### src/rtl/lfsr_gen.sv
// Galois-free Fibonacci LFSR with XNOR feedback, free-run stepping and multi-step draws.
// Optional lockup recovery from the all-ones state via `define LFSR_LOCKUP_RECOVER_EN.
module lfsr_gen #(
    parameter int unsigned      WIDTH      = 32,
    parameter logic [WIDTH-1:0] TAPS       = WIDTH'(32'h8020_0003),
    parameter logic [WIDTH-1:0] RESET_VAL  = '0,
    parameter int unsigned      DRAW_STEPS = 8
) (
    input  logic             clk,
    input  logic             clr_n,
    input  logic             load,
    input  logic [WIDTH-1:0] seed,
    input  logic             enable,
    input  logic             req,
    output logic [WIDTH-1:0] value,
    output logic [WIDTH-1:0] rnd,
    output logic             rnd_valid,
    output logic             busy,
    output logic             lockup
);

    localparam int unsigned CNT_W = $clog2(DRAW_STEPS + 1);

    localparam logic [0:0] IDLE  = 1'b0;
    localparam logic [0:0] SHIFT = 1'b1;

    logic [0:0]       state, state_nxt;
    logic [CNT_W-1:0] cnt, cnt_nxt;
    logic [WIDTH-1:0] value_nxt, rnd_nxt, step_val;
    logic             rnd_valid_nxt, busy_nxt;
    logic             fb;

    assign fb = ~^(value & TAPS);

`ifdef LFSR_LOCKUP_RECOVER_EN
    logic lockup_nxt;
`else
    assign lockup = 1'b0;
`endif

    // Next-state and next-output decode; priority is load, recovery, draw, enable.
    always_comb begin
        state_nxt     = state;
        cnt_nxt       = cnt;
        value_nxt     = value;
        rnd_nxt       = rnd;
        rnd_valid_nxt = 1'b0;
        busy_nxt      = busy;
        step_val      = {value[WIDTH-2:0], fb};
`ifdef LFSR_LOCKUP_RECOVER_EN
        lockup_nxt    = 1'b0;
`endif
        if (load) begin
            value_nxt = seed;
            state_nxt = IDLE;
            cnt_nxt   = '0;
            busy_nxt  = 1'b0;
        end else begin
`ifdef LFSR_LOCKUP_RECOVER_EN
            // Recovery replaces whatever step this edge would take.
            if (&value) begin
                step_val   = RESET_VAL;
                value_nxt  = RESET_VAL;
                lockup_nxt = 1'b1;
            end
`endif
            case (state)
                IDLE: begin
                    if (req) begin
                        state_nxt = SHIFT;
                        cnt_nxt   = CNT_W'(DRAW_STEPS);
                        busy_nxt  = 1'b1;
                    end else if (enable) begin
                        value_nxt = step_val;
                    end
                end
                SHIFT: begin
                    value_nxt = step_val;
                    cnt_nxt   = cnt - CNT_W'(1);
                    if (cnt == CNT_W'(1)) begin
                        rnd_nxt       = step_val;
                        rnd_valid_nxt = 1'b1;
                        busy_nxt      = 1'b0;
                        state_nxt     = IDLE;
                    end
                end
                default: begin
                    state_nxt = IDLE;
                    cnt_nxt   = '0;
                    busy_nxt  = 1'b0;
                end
            endcase
        end
    end

    always_ff @(posedge clk) begin
        if (!clr_n) begin
            state     <= IDLE;
            cnt       <= '0;
            value     <= RESET_VAL;
            rnd       <= '0;
            rnd_valid <= 1'b0;
            busy      <= 1'b0;
`ifdef LFSR_LOCKUP_RECOVER_EN
            lockup    <= 1'b0;
`endif
        end else begin
            state     <= state_nxt;
            cnt       <= cnt_nxt;
            value     <= value_nxt;
            rnd       <= rnd_nxt;
            rnd_valid <= rnd_valid_nxt;
            busy      <= busy_nxt;
`ifdef LFSR_LOCKUP_RECOVER_EN
            lockup    <= lockup_nxt;
`endif
        end
    end

endmodule

### config.mk
export PLATFORM = sky130hd
export DESIGN_NAME = lfsr_gen
export DESIGN_NICKNAME = d
export VERILOG_FILES = /design/src/rtl/lfsr_gen.sv
export SDC_FILE = /design/constraint.sdc
export NUM_CORES = 1
export LEC_CHECK = 0
export BUFFER_PORTS_ARGS = -buffer_cell sky130_fd_sc_hd__buf_2
export CAP_MARGIN = 20
export CORE_ASPECT_RATIO = 0.7
export CORE_MARGIN = 5
export CORE_UTILIZATION = 51
export DETAILED_ROUTE_END_ITERATION = 6
export PLACE_DENSITY_LB_ADDON = 0.08
export SYNTH_ARGS = -nofsm -noshare
export SYNTH_HDL_FRONTEND = slang
export SYNTH_SLANG_ARGS = --single-unit
### constraint.sdc
create_clock -name clk -period 1.76 [get_ports clk]
set_input_delay 0.352 -clock clk [delete_from_list [all_inputs] [get_ports clk]]
set_output_delay 0.352 -clock clk [all_outputs]
set_load 0.02 [all_outputs]
### Word level (Yosys, flattened, before mapping)

Cells that the tools add are included.

| operators by class | value |
|---|---|
| $add $sub $neg | 1 |
| reductions and logical operators | 6 |
| bitwise gates (word level) | 3 |
| equal/unequal tests | 5 |
| multiplexer cells | 13 |

Operators with widths:

| operator | number |
|---|---|
| 32-bit 2-to-1 mux | 3 |
| 32-bit one-hot mux with 2 select lines | 1 |
| 32-bit XNOR reduction | 1 |
| 4-bit one-hot mux with 2 select lines | 1 |
| 3-bit inequality test (second input constant) | 2 |
| 1-bit 2-to-1 mux | 5 |
| 4-bit by 1-bit equality test with 1-bit output (second input constant) | 1 |
| 4-bit 2-to-1 mux | 1 |
| 1-bit one-hot mux with 2 select lines | 2 |
| 2-bit AND reduction | 2 |
| 4-bit by 1-bit subtractor with 4-bit output (second input constant) | 1 |
| 1-bit NOT | 3 |
| 3-bit AND reduction | 1 |
| 3-bit OR reduction | 1 |
| 2-bit by 1-bit inequality test with 1-bit output (second input constant) | 1 |
| 2-bit inequality test (second input constant) | 1 |
| 2-bit OR reduction | 1 |

| storage, ports and cells | value |
|---|---|
| output and inout port bits | 67 |
| logic and storage cells | 34 |
| register bits | 71 |
| input port bits | 37 |

### Depth between registers and ports, before layout

Gate-level depths: netlist of the first run.

| depth | value |
|---|---|
| word-level depth | 5 |
| mapped depth | 7 |

### Worst setup path before layout of the first run

OpenSTA, ideal clock, no wires.

| timing path | value |
|---|---|
| kind | flip-flop to flip-flop |
| from | register cnt[0] |
| to | register rnd[0] |
| setup slack | 0.456 ns |
| data arrival time | 1.178 ns |
| library setup time | 0.126 ns |
| stages on the path, launching flop included | 6 |
| cell sequence | dfxtp_1 -> ha_1 -> nand4bb_1 -> buf_2 -> o211ai_1 -> o41ai_1 |

| between the ends | value |
|---|---|
| longest elaborated chain between the ends | 2 |

Ends and longest elaborated chain:

| what | RTL line | text |
|---|---|---|
| from (decl) | 28 | `logic [CNT_W-1:0] cnt, cnt_nxt;` |
| from (signal assigned) | 109 | `cnt <= cnt_nxt;` |
| 4-bit by 1-bit equality test with 1-bit output | 80 | `if (cnt == CNT_W'(1)) begin` |
| 3-bit AND reduction (no source line) | n/a |  |
| to (signal assigned) | 111 | `rnd <= rnd_nxt;` |
| to (decl) | 16 | `output logic [WIDTH-1:0] rnd,` |

No other way between the ends.
A chain may end at the register's enable or synchronous reset.

### Worst setup path after layout of the first run

| timing path | value |
|---|---|
| from | register cnt[0] |
| to | register rnd[8] |

The elaborated chain is that of the path after synthesis.

==> impl_results.md, run 1 <==
* Status: complete, no violations
* Die area at 8020 µm²
* Synth warn at 0
* Mean Syn Cell Area at 8.74 µm²
* Critical Path RT at 2.03 ns
* P per Cell Area at 895 nW/µm²
* Largest net degree at the start of global routing at 62
* Avg WL per Cell at 16.1 µm
* Kind of end point of the critical path: flip-flop
* Most common cell after layout, fill and taps aside: buf_2
* Synth Net Count at 407
* Crit Reg-Reg Startpoint: cnt[0]$_SDFFE_PP0P_
* Die width at 105 µm
* Vias post-DR at 3038
* Boundary Pins at 104
* Yosys cell types at 38
* EDFF count, synth at 0
* Slowest cell on the critical path: dfxtp_1
* Crit path DAT at 1.72 ns
* Area grow syn2layout at 21.7%
* Hold path cells at 3
* Share of total power in the clock network at 34.3%
* Capture point of the worst reg-to-reg path: rnd[8]$_SDFFE_PN0P_
* Fmax achieved at 688 MHz
* N_diodes at 0
* Static Leak at 1.63 nW
* Max-slew violations at 0
* Crit Path Class: reg -> reg
* Flops & latches, synth at 71
* Final setup vio count at 0
* Core Area at 6190 µm²
* Switching pwr at 0.000961 W
* Clock Pin Slew Worst Setup and Hold Paths at 0.07 ns
* Vias in the first global route at 2790
* Fin. Hold Viols at 0
* Crit-path max FO at 23
* Maximum VDD drop at 0.560 mV
* Max Root-Sink Buffers at 2
* Post-synthesis async set-or-reset flop share at 0%
* Flop2flop setup slack at 0.31 ns
* TNS Setup at 0 ns
* Kind of cell adding the most delay to the critical path: flip-flops
* Clock Skews at 0.00937 ns
* Worst Hold Launch: req
* Via density at 5.65
* Root Buffer: clkbuf_8
* Worst skew pair latency at 0.33 ns
* Crit start category: flip-flop
* Cts hold-fix bufs at 0
* H-tree depth at 3
* First-pass GRT wire length at 14100 µm
* CTS tree: yes
* Setup bufs post-CTS at 0
* Mapped cell area at 3220 µm²
* GPL Wtd Cong at 0.782
* Worst path max stage delay at 0.41 ns
* Crit-path cells: ha_1 -> and4bb_1 -> buf_4 -> nand3_1 -> a21oi_1
* Post-Syn Instances at 368
* Height of the die at 76.4 µm
* Worst Hold Class: in -> reg
* Total routed wirelength at 8650 µm
* Reg power frac at 50.1%
* DRC at 0
* Final HPWL DP at 5840 µm
* Initial antenna violation count at 0
* Fraction of layout cells with a size suffix above 1 at 29.6%
* Final setup margin at 0.306 ns
* Clock sinks at 71
* Worst Hold End: cnt[1]$_SDFFE_PP0P_
* GRT overflow at 0
* # resized after CTS at 0
* Nets at 495
* Drt first pass iters at 5
* Max-cap check violation count at 0
* R2R depth at 5
* RSZ-0062 raised after global routing: no
* Gr usage total at 21.0%
* Cell-internal power at 0.00254 W
* Port Buffers at 102
* Period utilisation layout at 82.6%
* Comb power frac at 15.6%
* CTS buffer count at 9
* Initial Utilization at 52.0%
* Sw Share at 27.4%
* CP Buf/Inv Count at 1
* Cell Count Post-Placement at 523
* Post-DRT Antenna Nets at 0
* DR iter-0 viols at 193
* Min Tclk post-route at 1.45 ns
* Synth Flop Type: dfxtp_1
* # rows at 24
* Non-Filler Instances at 538
* Setup WS pre-CTS at 0.227 ns
* Register area share after synthesis at 44.2%
* Most frequent cells in the layout: 102 x buf_2, 71 x dfxtp_1, 35 x inv_1
==> per-stage QoR <==
| stage | cell area (µm²) | hold WS, ns | util (%) | power [W] |
|---|---|---|---|---|
| after floorplan | 3220 | 0.451 | - | 0.00216 |
| after global placement | 3730 | 0.458 | 60.4 | 0.00233 |
| after detailed placement | 3730 | 0.466 | 60.4 | 0.00234 |
| after CTS | 3910 | 0.320 | 63.3 | 0.00354 |
| after global routing | 3910 | 0.333 | 63.3 | 0.00368 |
| final | 3910 | 0.334 | 63.3 | 0.00350 |
==> registers in the layout (all words and copies together) (netlist names) <==
signal     count
rnd_valid      1
rnd           32
busy           1
state          1
value         32
cnt            4
==> final cells by class <==
class | instances | area, µm²
Clock buffer | 11 | 131
Fill cell | 558 | 2270
Multi-Input combinational cell | 221 | 1430
Timing Repair Buffer | 117 | 648
Tap cell | 78 | 97.6
Clock inverter | 4 | 47.5
Sequential cell | 71 | 1420
Inverter | 36 | 135
==> worst max-delay path by stage <==
stage                         from                      to  slack (ns)  cells past startpoint
2_1_floorplan  cnt[0]$_SDFFE_PP0P_     rnd[0]$_SDFFE_PN0P_        0.46                      5
3_5_place_dp                   req  value[27]$_SDFFE_PN0P_        0.23                      4
3_3_place_gp                  load        state$_SDFF_PP0_        0.26                      6
5_1_grt        cnt[1]$_SDFFE_PP0P_    rnd[16]$_SDFFE_PN0P_        0.18                      6
4_1_cts        cnt[0]$_SDFFE_PP0P_    rnd[10]$_SDFFE_PN0P_        0.29                      5
6_report       cnt[0]$_SDFFE_PP0P_     rnd[8]$_SDFFE_PN0P_        0.31                      5
==> per-layer routing <==
| metal | track usage (%) | part of all wire [%] | wire (µm) | vias to the layer above |
|---|---|---|---|---|
| li1 | - | - | - | 1497 |
| met1 | 29.6 | 46 | 3990 | 1420 |
| met2 | 32.1 | 46 | 3960 | 113 |
| met3 | 5.84 | 7.3 | 631 | 8 |
| met4 | 4.47 | 0.75 | 65 | 0 |
| met5 | 0 | 0 | 0 | - |
==> logic make-up (layout without fill, tap and decap cells) <==
| kind of cell | Yosys count | in the layout | share of synthesized area [%] |
|---|---|---|---|
| compound gates | 135 | 135 | 28.1 |
| xor+xnor | 3 | 3 | 0.817 |
| fa+ha+maj | 2 | 2 | 0.778 |
| buf+inv | 76 | 168 | 11.3 |
| flops | 71 | 71 | 44.2 |
| mux | 1 | 1 | 0.311 |
| other cells | 1 | 1 | 0.117 |
| simple gates | 79 | 79 | 14.4 |
==> worst min-delay path: cells and delay by family <==
kind	cells	cell delay [ns]
buffers and inverters	1	0.12
and+or+nand+nor	1	0.03
AOI/OAI and AO/OA	1	0.12
==> synth_stat cells, types with 8 or more instances <==
cell,n,area share [%]
nor2b_1,32,6.2
inv_1,35,4.1
a21oi_1,34,5.3
a211oi_1,30,7.0
clkbuf_1,8,0.93
buf_2,17,2.6
dfxtp_1,71,44
o21ai_1,18,2.8
o21ai_0,14,2.2
a221oi_1,31,8.4
nand3_1,31,4.8
==> power by group through the flow <==
| stage | registers, W | clock network, W | logic (W) |
|---|---|---|---|
| after floorplan | 0.00185 | 0 | 0.000306 |
| after global placement | 0.00179 | 0 | 0.000541 |
| after detailed placement | 0.00179 | 0 | 0.000550 |
| after CTS | 0.00175 | 0.00124 | 0.000551 |
| after global routing | 0.00177 | 0.00132 | 0.000598 |
| final | 0.00176 | 0.00120 | 0.000547 |
(Power assumes the default switching activity.)
==> run 2: changes to the inputs <==
==> constraint.sdc (replaced) <==
create_clock -name clk -period 1.4 [get_ports clk]
set_input_delay 0.28 -clock clk [delete_from_list [all_inputs] [get_ports clk]]
set_output_delay 0.28 -clock clk [all_outputs]
set_load 0.02 [all_outputs]
==> run 2 against run 1 <==
Sequential share of layout area decreased by 2.7 points. Final cell count grew 2.2%. Via count grew 2.7%. Clock skew fell by 0.0039 ns.
==> impl_results.md, run 2 (synthesis gave the netlist of run 1 again) <==
* Area grow syn2layout at 31.5%
* Max-slew violations at 0 (unchanged)
* RSZ-0062 raised after global routing: yes
* Crit start category: flip-flop
* Height of the die at 76.4 µm (unchanged)
* Setup WS pre-CTS at 0.00258 ns (-0.224 ns)
* Fraction of layout cells with a size suffix above 1 at 33.1% (+3.5 points)
* Crit Path Class: reg -> reg
* Crit-path max FO at 11 (-52%)
* Dpl cell area at 3910 µm² (+4.6%)
* Kind of end point of the critical path: flip-flop
* Clock Pin Slew Worst Setup and Hold Paths at 0.07 ns (about the same)
* Max Root-Sink Buffers at 2 (unchanged)
* # rows at 24 (unchanged)
* Core Area at 6190 µm² (unchanged)
* Hold slack at 0.289 ns (-0.0458 ns)
* Root Buffer: clkbuf_8
* Final non-filler cell area at 4230 µm² (+8.1%)
* Fin util at 68.4% (+5.1 points)
* Cts hold-fix bufs at 0 (unchanged)
* Cell Count Post-Placement at 531 (+1.5%)
* Static Leak at 1.76 nW (+8.2%)
* Most common cell after layout, fill and taps aside: buf_2
* Fin. Hold Viols at 0 (unchanged)
* Via density at 5.67 (+0.49%)
* Non-Filler Instances at 550 (+2.2%)
* Top Registers: rnd (32), value (32), cnt (4)
* Die area at 8020 µm² (unchanged)
* Drt first pass iters at 5 (unchanged)
* Final HPWL DP at 6050 µm (+3.6%)
* Most frequent cells in the layout: 102 x buf_2, 69 x dfxtp_1, 34 x inv_1
* Min Tclk post-route at 1.32 ns (-0.135 ns)
* Clock Skews at 0.00545 ns (-0.00392 ns)
* Port Buffers at 102 (unchanged)
* Nets at 506 (+2.2%)
* GPL Wtd Cong at 0.776 (-0.83%)
* Period utilisation layout at 94.2% (+12 points)
* Initial Utilization at 52.0% (unchanged)
* P per Cell Area at 1110 nW/µm² (+24%)
* Initial antenna violation count at 0 (unchanged)
* Maximum VDD drop at 0.613 mV (+9.5%)
* Max-cap check violation count at 0 (unchanged)
* First-pass GRT wire length at 15000 µm (+6.9%)
* Critical Path RT at 1.67 ns (-0.36 ns)
* Clock sinks at 71 (unchanged)
* CTS tree: yes
* CTS buffer count at 9 (unchanged)
* H-tree depth at 3 (unchanged)
* Worst skew pair latency at 0.33 ns (about the same)
* Fmax achieved at 758 MHz (+10%)
* Final setup margin at 0.0810 ns (-0.225 ns)
* Vias post-DR at 3121 (+2.7%)
* Worst Hold Class: in -> reg
* Post-DRT Antenna Nets at 0 (unchanged)
* Gr usage total at 22.5% (+1.5 points)
* DRC at 0 (unchanged)
* N_diodes at 0 (unchanged)
* GRT overflow at 0 (unchanged)
* Status: complete, no violations
* DR iter-0 viols at 154 (-20%)
* Die width at 105 µm (unchanged)
* Crit path DAT at 1.58 ns (-0.14 ns)
* Vias in the first global route at 3048 (+9.2%)
* Largest net degree at the start of global routing at 45 (-27%)
* Total routed wirelength at 9090 µm (+5.1%)
* Final setup vio count at 0 (unchanged)
* Boundary Pins at 104 (unchanged)
* Avg WL per Cell at 16.5 µm (+2.8%)
run 2: stage by stage:
stage,power [W],TNS (ns)
2_1_floorplan,0.00271,0
3_3_place_gp,0.00299,0
3_5_place_dp,0.00300,0
4_1_cts,0.00473,0
5_1_grt,0.00491,-0.0149
6_report,0.00470,0
run 2: layout make-up:
class                      count  area, µm²
tap                           78       97.6
multi-input combinational    221       1490
timing repair buffer         128        885
clock buffer                  12        135
clock inverter                 4       70.1
inverter                      36        135
sequential                    71       1420
fill                         508       1950
run 2: critical path, stage by stage, from the launching register on:
cell and delay, ns:
dfxtp_1 0.33, inv_2 0.08, ha_4 0.14, and4bb_4 0.31, clkbuf_16 0.19, nand3_1 0.08
a21oi_1 0.12
run 2: metal layers:
layer | global-route usage, % | share of wire [%] | vias to the layer above
met3 | 5.42 | 5.9 | 10
met5 | 0 | 0 | -
met1 | 30.7 | 46 | 1482
met4 | 5.49 | 0.96 | 0
li1 | - | - | 1522
met2 | 36.0 | 47 | 107
run 2: what timing repair did:
action	in CTS	in global routing
gates resized for setup	3	14
setup buffers	0	1
endpoints found under the setup margin	1	50
gates cloned	1	1
run 2: path summary, 6_finish.rpt:
kind                   startpoint              endpoint  slack, ns  cells past startpoint
max reg2reg   cnt[1]$_SDFFE_PP0P_  rnd[17]$_SDFFE_PN0P_       0.08                      6
min reg2reg  rnd[20]$_SDFFE_PN0P_  rnd[20]$_SDFFE_PN0P_       0.48                      2
min                         clr_n   rnd[0]$_SDFFE_PN0P_       0.29                      3
max           cnt[1]$_SDFFE_PP0P_  rnd[17]$_SDFFE_PN0P_       0.08                      6
run 2: power by group:
| group | leakage, nW | switching [W] | internal (W) |
|---|---|---|---|
| sequential | 0.581 | 0.0000975 | 0.00211 |
| combinational | 1.08 | 0.000432 | 0.000329 |
| clock | 0.104 | 0.000730 | 0.00100 |
